[src/rtl/multi_shot_controller_pkg.sv]
// Shared constants, slot state type and index-width helper for the multi-shot projectile pool.
package shot_pkg;

   localparam int X_MAX           = 639;
   localparam int Y_MAX           = 479;
   localparam int Y_TOP_LIMIT_DEF = 36;
   localparam int COORD_W_DEF     = 10;

   typedef struct packed {
      logic                   active;
      logic [COORD_W_DEF-1:0] x;
      logic [COORD_W_DEF-1:0] y;
   } shot_state_t;

   // Slot index width; a single-slot pool still gets a 1-bit index.
   function automatic int slot_idx_w(input int n);
      return (n <= 2) ? 1 : $clog2(n);
   endfunction

endpackage

[src/rtl/multi_shot_controller_shot_slot.sv]
// One projectile slot: holds active/x/y, handles load, hit, per-frame move and top retirement,
// and flags whether it covers the current scan pixel.
module shot_slot
   import shot_pkg::*;
#(
   parameter int COORD_W     = COORD_W_DEF,
   parameter int SHOT_W      = 2,
   parameter int SHOT_H      = 8,
   parameter int SHOT_VEL    = 4,
   parameter int Y_TOP_LIMIT = Y_TOP_LIMIT_DEF
) (
   input  logic               clk,
   input  logic               reset,
   input  logic               refresh_tick,
   input  logic               hit,
   input  logic               load,
   input  logic [COORD_W-1:0] load_x,
   input  logic [COORD_W-1:0] load_y,
   input  logic [COORD_W-1:0] pixel_x,
   input  logic [COORD_W-1:0] pixel_y,
   output logic               active,
   output logic               covers
);

   logic [COORD_W-1:0] x;
   logic [COORD_W-1:0] y;
   logic [COORD_W:0]   x_end;
   logic [COORD_W:0]   y_end;

   // Load only ever targets a slot that was free, so it cannot collide with a real hit.
   always_ff @(posedge clk) begin
      if (!reset) begin
         active <= 1'b0;
         x      <= '0;
         y      <= '0;
      end else if (load) begin
         active <= 1'b1;
         x      <= load_x;
         y      <= load_y;
      end else if (hit) begin
         active <= 1'b0;
      end else if (refresh_tick && active) begin
         if (int'(y) < Y_TOP_LIMIT + SHOT_VEL)
            active <= 1'b0;
         else
            y <= y - COORD_W'(SHOT_VEL);
      end
   end

   // One extra bit keeps the right/bottom edge from wrapping near the coordinate limit.
   always_comb begin
      x_end  = {1'b0, x} + (COORD_W+1)'(SHOT_W - 1);
      y_end  = {1'b0, y} + (COORD_W+1)'(SHOT_H - 1);
      covers = active &&
               (pixel_x >= x) && ({1'b0, pixel_x} <= x_end) &&
               (pixel_y >= y) && ({1'b0, pixel_y} <= y_end);
   end

endmodule

[src/rtl/multi_shot_controller.sv]
// Pool of N_SHOTS player projectiles: fire capture, cooldown, lowest-free allocation, hit clearing
// and per-pixel rendering. Define SHOT_AUTOFIRE_EN for level-sensitive (held-button) fire.
module multi_shot_controller
   import shot_pkg::*;
#(
   parameter int N_SHOTS         = 4,
   parameter int COORD_W         = COORD_W_DEF,
   parameter int SHOT_W          = 2,
   parameter int SHOT_H          = 8,
   parameter int SHOT_VEL        = 4,
   parameter int COOLDOWN_FRAMES = 8,
   parameter int Y_TOP_LIMIT     = Y_TOP_LIMIT_DEF,
   parameter int IDX_W           = slot_idx_w(N_SHOTS)
) (
   input  logic               clk,
   input  logic               reset,
   input  logic               refresh_tick,
   input  logic               fire,
   input  logic [COORD_W-1:0] orig_x,
   input  logic [COORD_W-1:0] orig_y,
   input  logic [COORD_W-1:0] pixel_x,
   input  logic [COORD_W-1:0] pixel_y,
   input  logic               hit_valid,
   input  logic [IDX_W-1:0]   hit_slot,
   output logic               shot_pixel,
   output logic [IDX_W-1:0]   shot_slot,
   output logic [N_SHOTS-1:0] active_mask,
   output logic               fire_accepted,
   output logic [15:0]        shots_fired
);

   localparam int CD_W = (COOLDOWN_FRAMES < 2) ? 1 : $clog2(COOLDOWN_FRAMES + 1);

   logic               fire_q;
   logic               pending;
   logic [CD_W-1:0]    cooldown;
   logic               any_free;
   logic [IDX_W-1:0]   alloc_idx;
   logic               try_alloc;
   logic               spawn_ok;
   logic               do_alloc;
   logic               drop;
   logic               hit_ok;
   logic [COORD_W-1:0] spawn_x;
   logic [COORD_W-1:0] spawn_y;
   logic [N_SHOTS-1:0] load_vec;
   logic [N_SHOTS-1:0] hit_vec;
   logic [N_SHOTS-1:0] covers;

   // Allocation looks at start-of-cycle occupancy, so slots freed this cycle wait a tick.
   always_comb begin
      any_free  = 1'b0;
      alloc_idx = '0;
      for (int i = N_SHOTS - 1; i >= 0; i--) begin
         if (!active_mask[i]) begin
            any_free  = 1'b1;
            alloc_idx = IDX_W'(i);
         end
      end
      try_alloc = refresh_tick && pending && (cooldown == '0);
      spawn_ok  = (orig_y >= COORD_W'(SHOT_H));
      do_alloc  = try_alloc && spawn_ok && any_free;
      drop      = try_alloc && !spawn_ok;
      spawn_x   = orig_x - COORD_W'(SHOT_W / 2);
      spawn_y   = orig_y - COORD_W'(SHOT_H);
      hit_ok    = hit_valid && (int'(hit_slot) < N_SHOTS);
      for (int i = 0; i < N_SHOTS; i++) begin
         load_vec[i] = do_alloc && (alloc_idx == IDX_W'(i));
         hit_vec[i]  = hit_ok && (hit_slot == IDX_W'(i));
      end
   end

   always_ff @(posedge clk) begin
      if (!reset) begin
         fire_q        <= 1'b0;
         pending       <= 1'b0;
         cooldown      <= '0;
         fire_accepted <= 1'b0;
         shots_fired   <= '0;
      end else begin
         fire_q        <= fire;
         fire_accepted <= do_alloc;
`ifdef SHOT_AUTOFIRE_EN
         if (fire)
            pending <= 1'b1;
         else if (do_alloc || drop)
            pending <= 1'b0;
`else
         if (do_alloc || drop)
            pending <= 1'b0;
         else if (fire && !fire_q)
            pending <= 1'b1;
`endif
         if (do_alloc)
            cooldown <= CD_W'(COOLDOWN_FRAMES);
         else if (refresh_tick && (cooldown != '0))
            cooldown <= cooldown - CD_W'(1);
         if (do_alloc && (shots_fired != 16'hFFFF))
            shots_fired <= shots_fired + 16'd1;
      end
   end

   for (genvar g = 0; g < N_SHOTS; g++) begin : g_slot
      shot_slot #(
         .COORD_W    (COORD_W),
         .SHOT_W     (SHOT_W),
         .SHOT_H     (SHOT_H),
         .SHOT_VEL   (SHOT_VEL),
         .Y_TOP_LIMIT(Y_TOP_LIMIT)
      ) u_slot (
         .clk         (clk),
         .reset       (reset),
         .refresh_tick(refresh_tick),
         .hit         (hit_vec[g]),
         .load        (load_vec[g]),
         .load_x      (spawn_x),
         .load_y      (spawn_y),
         .pixel_x     (pixel_x),
         .pixel_y     (pixel_y),
         .active      (active_mask[g]),
         .covers      (covers[g])
      );
   end

   // Render path is purely combinational; lowest covering slot wins.
   always_comb begin
      shot_pixel = reset && (|covers);
      shot_slot  = '0;
      for (int i = N_SHOTS - 1; i >= 0; i--) begin
         if (reset && covers[i])
            shot_slot = IDX_W'(i);
      end
   end

endmodule

[config.mk]
export PLATFORM = sky130hd
export DESIGN_NAME = multi_shot_controller
export DESIGN_NICKNAME = d
export VERILOG_FILES = /design/src/rtl/multi_shot_controller_pkg.sv /design/src/rtl/multi_shot_controller_shot_slot.sv /design/src/rtl/multi_shot_controller.sv
export SDC_FILE = /design/constraint.sdc
export NUM_CORES = 1
export LEC_CHECK = 0
export BUFFER_PORTS_ARGS = -buffer_cell sky130_fd_sc_hd__buf_4
export CORE_ASPECT_RATIO = 1.5
export CORE_MARGIN = 3
export CORE_UTILIZATION = 62
export DETAILED_ROUTE_END_ITERATION = 10
export PLACE_DENSITY = 0.92
export SLEW_MARGIN = 20
export SYNTH_ARGS = -nofsm -noshare
export SYNTH_HDL_FRONTEND = slang
export SYNTH_SLANG_ARGS = --single-unit
[constraint.sdc]
create_clock -name clk -period 4.6 [get_ports clk]
set_clock_uncertainty 0.15 [all_clocks]
set_input_delay 0.69 -clock clk [delete_from_list [all_inputs] [get_ports clk]]
set_output_delay 0.69 -clock clk [all_outputs]
set_load 0.05 [all_outputs]
==> summary.md <==
| Metric | Value |
|---|---|
| Post-cts hold buffer count | 0 |
| Die Height | 159 um |
| Worst setup EP type | primary output |
| Final std cells w/o fill | 1453 |
| Total number of vias | approximately 9k |
| Synth async-reset ratio | 0 |
| Vias in the first global route | 8939 |
| Global-route wire length before repair | 42300 um |
| Worst slack at placement | between 0.4 and 0.5 ns |
| Routed len/inst | 18.3 um |
| Clock Root Buffer | clkbuf_16 |
| Fmax | 0.224 GHz |
| Worst Setup Slack, final | between 0.1 and 0.15 ns |
| Pwr per Cell Area | 238 nW/um2 |
| Most frequent cells in the layout | ha_1 (184), nor2_1 (116), inv_1 (106), dfxtp_1 (104), xnor2_1 (94) |
| Core area | 15200 um2 |
| Final hold violations | 0 |
| Dpl hpwl | 20800 um |
| CTS Sinks | ~110 |
| Starting Density | 0.637 |
| Top FF cell, synth | dfxtp_1 |
| CTS clk-pin slew, worst paths | 0.08 ns |
| Max Cap Viol | 0 |
| Leak Pwr | 0.00398 uW |
| Final Setup Violations | 0 |
| DRT iter0 DRCs | approximately 630 |
| Setup TNS | 0 ns |
| Peak supply drop | 0.194 mV |
| Critical Path Source Type | register |
| Most common cell after layout, fill and taps aside | ha_1 |
| CP Max Fanout | 6 |
| Fin crit share | 0.971 |
| Clock H-tree levels | 3 |
| Avg Cell Area, Syn | 8.11 um2 |
| Vias/cell | 6.32 |
| Num ports | 71 |
| # rows | 55 |
| TritonCTS clock tree | built |
| EDFF count, synth | 0 |
| Yosys reg bits | around 110 |
| Max-slew violation count | 0 |
| Synth unique cells | between 60 and 70 |
| Layout fillers | 1157 |
| Final Critical Period | 4.47 ns |
| Area growth syn-to-layout | 10.6% |
| Worst Tran Pin Value | 0.979 ns |
| Num CTS Buffers | 9 |
| # port buffers | 70 |
| Final core occ | 0.705 |
| All-Layer GR Usage | 0.304 |
| Sequential area share after synthesis | 0.221 |
| CTS max path bufs | 2 |
| DP Area | 10400 um2 |
| Routability Congestion | between 0.9 and 1 |
| Worst Path Class, Setup | reg2out |
| Status | finished clean |
| Slew headroom | 0.330 |
| Post-synthesis cell area | 9690 um2 |
| GRT overflow | 0 |
| Maximum number of pins on one net before global-route repair | 87 |
| Design area | between 10000 and 15000 um2 |
| Worst-skew pair later-pin latency | 0.35 ns |
| Initial antenna violation count | 0 |
| Die Span X | 108 um |
| Antenna fix cells | 0 |
| DR DRC count | 0 |
| Arr. time, crit path | between 3 and 4 ns |
| Cells after Synth | 1196 |
| Layout cell share with drive strength beyond 1 | 0.0981 |
| Antenna Nets Post-Route | 0 |
| # nets final | 1481 |
| HP Class | reg2reg |
| DRT Pass-1 Iters | 7 |
| Die area | 17200 um2 |
| Ys Warns | 0 |
| Crit path required time | 3.76 ns |
| Total length of routed wires | 26700 um |
| Placed instance count | ~1.4k |
| Mapped Nets | about 1.4k |
worst max-delay path, stage by stage (launching register included):
cell	delay (ns)
dfxtp_2	0.36
inv_2	0.08
ha_1	0.21
nor2b_1	0.14
o211ai_1	0.38
xnor2_1	0.17
ha_1	0.26
nand4_1	0.14
a21oi_1	0.06
a211oi_1	0.26
o21ai_1	0.13
a2111o_1	0.46
a2bb2oi_1	0.18
nor3b_2	0.26
buf_6	0.19
stage by stage:
step / power, uW / hold WS (ns)
5_1_grt: 2690 / 0.336
6_report: 2550 / 0.309
3_5_place_dp: 1720 / 0.297
3_3_place_gp: 1690 / 0.294
2_1_floorplan: 1510 / 0.286
4_1_cts: 2540 / 0.308
cell usage after synthesis (4+ instances only):
master     number  area (um2)
a211oi_1       62         465
o2111ai_1       4        35.0
ha_1          185        2310
or3_1          17         106
nand4_1        21         131
o22ai_1         5        31.3
o21ai_0        31         155
clkbuf_1       16        60.1
a21boi_0        4        30.0
or4_1           6        45.0
a21o_1         18         135
nor2_1        116         435
a311o_1         4        40.0
nand2_1        74         278
nor3_1         28         140
a21oi_1        71         355
a31oi_1        10        62.6
inv_1         108         405
o21a_1         11        82.6
o211ai_1       12        90.1
xor2_1         13         114
and2_1          7        43.8
nor2b_1        15        93.8
a2111oi_0       5        43.8
and3_1          7        43.8
nor4_1         10        62.6
xnor2_1        94         823
a2111o_1        4        45.0
dfxtp_1       107        2140
nand3_1        57         285
buf_2          16        80.1
buf_4           4        30.0
layer usage:
metal	track usage	vias to the layer above	part of all wire	wire length (um)
met4	0.222	0	0.087	2330
li1	-	4420	-	-
met3	0.0442	153	0.054	1430
met5	0	-	0	0
met2	0.538	385	0.50	13300
met1	0.318	4231	0.36	9640
cell type report:
cell class              instances  area, um2  share of cell area
repair buffers                 78        589              0.0549
clock buffers                   9        225              0.0210
multi-input cells             943       7010               0.653
inverters                     110        413              0.0385
flip-flops and latches        107       2150               0.200
clock inverters                 7       95.1             0.00887
well taps                     199        249              0.0232
report_power, final:
group          internal (uW)  switching (uW)  leakage (uW)
registers                975            60.4      0.000866
logic                    282             407       0.00296
clock network            438             390      0.000156
total                   1690             858       0.00398
timing repair:
item                                    CTS  global route
resized for setup                         0            14
buffers inserted                          0             2
endpoints found under the setup margin    0             3
sequential cells by signal, indices dropped and copies added (netlist names):
register              flops
pending                   1
shots_fired              16
cooldown                  4
fire_accepted             1
g_slot.u_slot.active      4
fire_q                    1
g_slot.u_slot.x          40
g_slot.u_slot.y          40
worst paths after layout:
kind	from	to	slack [ns]	cells past startpoint
setup reg to reg	cooldown[0]$_SDFFE_PP0P_	g_slot[0].u_slot.y[4]$_SDFFE_PN0P_	1.97	8
hold reg to reg	g_slot[3].u_slot.y[1]$_SDFFE_PN0P_	g_slot[3].u_slot.y[1]$_SDFFE_PN0P_	0.31	2
hold / removal	g_slot[3].u_slot.y[1]$_SDFFE_PN0P_	g_slot[3].u_slot.y[1]$_SDFFE_PN0P_	0.31	2
setup / recovery	g_slot[2].u_slot.y[2]$_SDFFE_PN0P_	shot_slot[1]	0.13	14
cells by family (layout without fill, tap and decap cells):
group / count (synthesis) / after routing / share of synthesized area
AO/OA/AOI/OAI: 272 / 272 / 0.193
XOR/XNOR: 107 / 107 / 0.0967
adder cells (fa/ha/maj): 185 / 185 / 0.239
buffers and inverters: 146 / 204 / 0.0601
flip-flops: 107 / 107 / 0.221
AND/OR/NAND/NOR: 379 / 379 / 0.191
(Power assumes the default switching activity.)
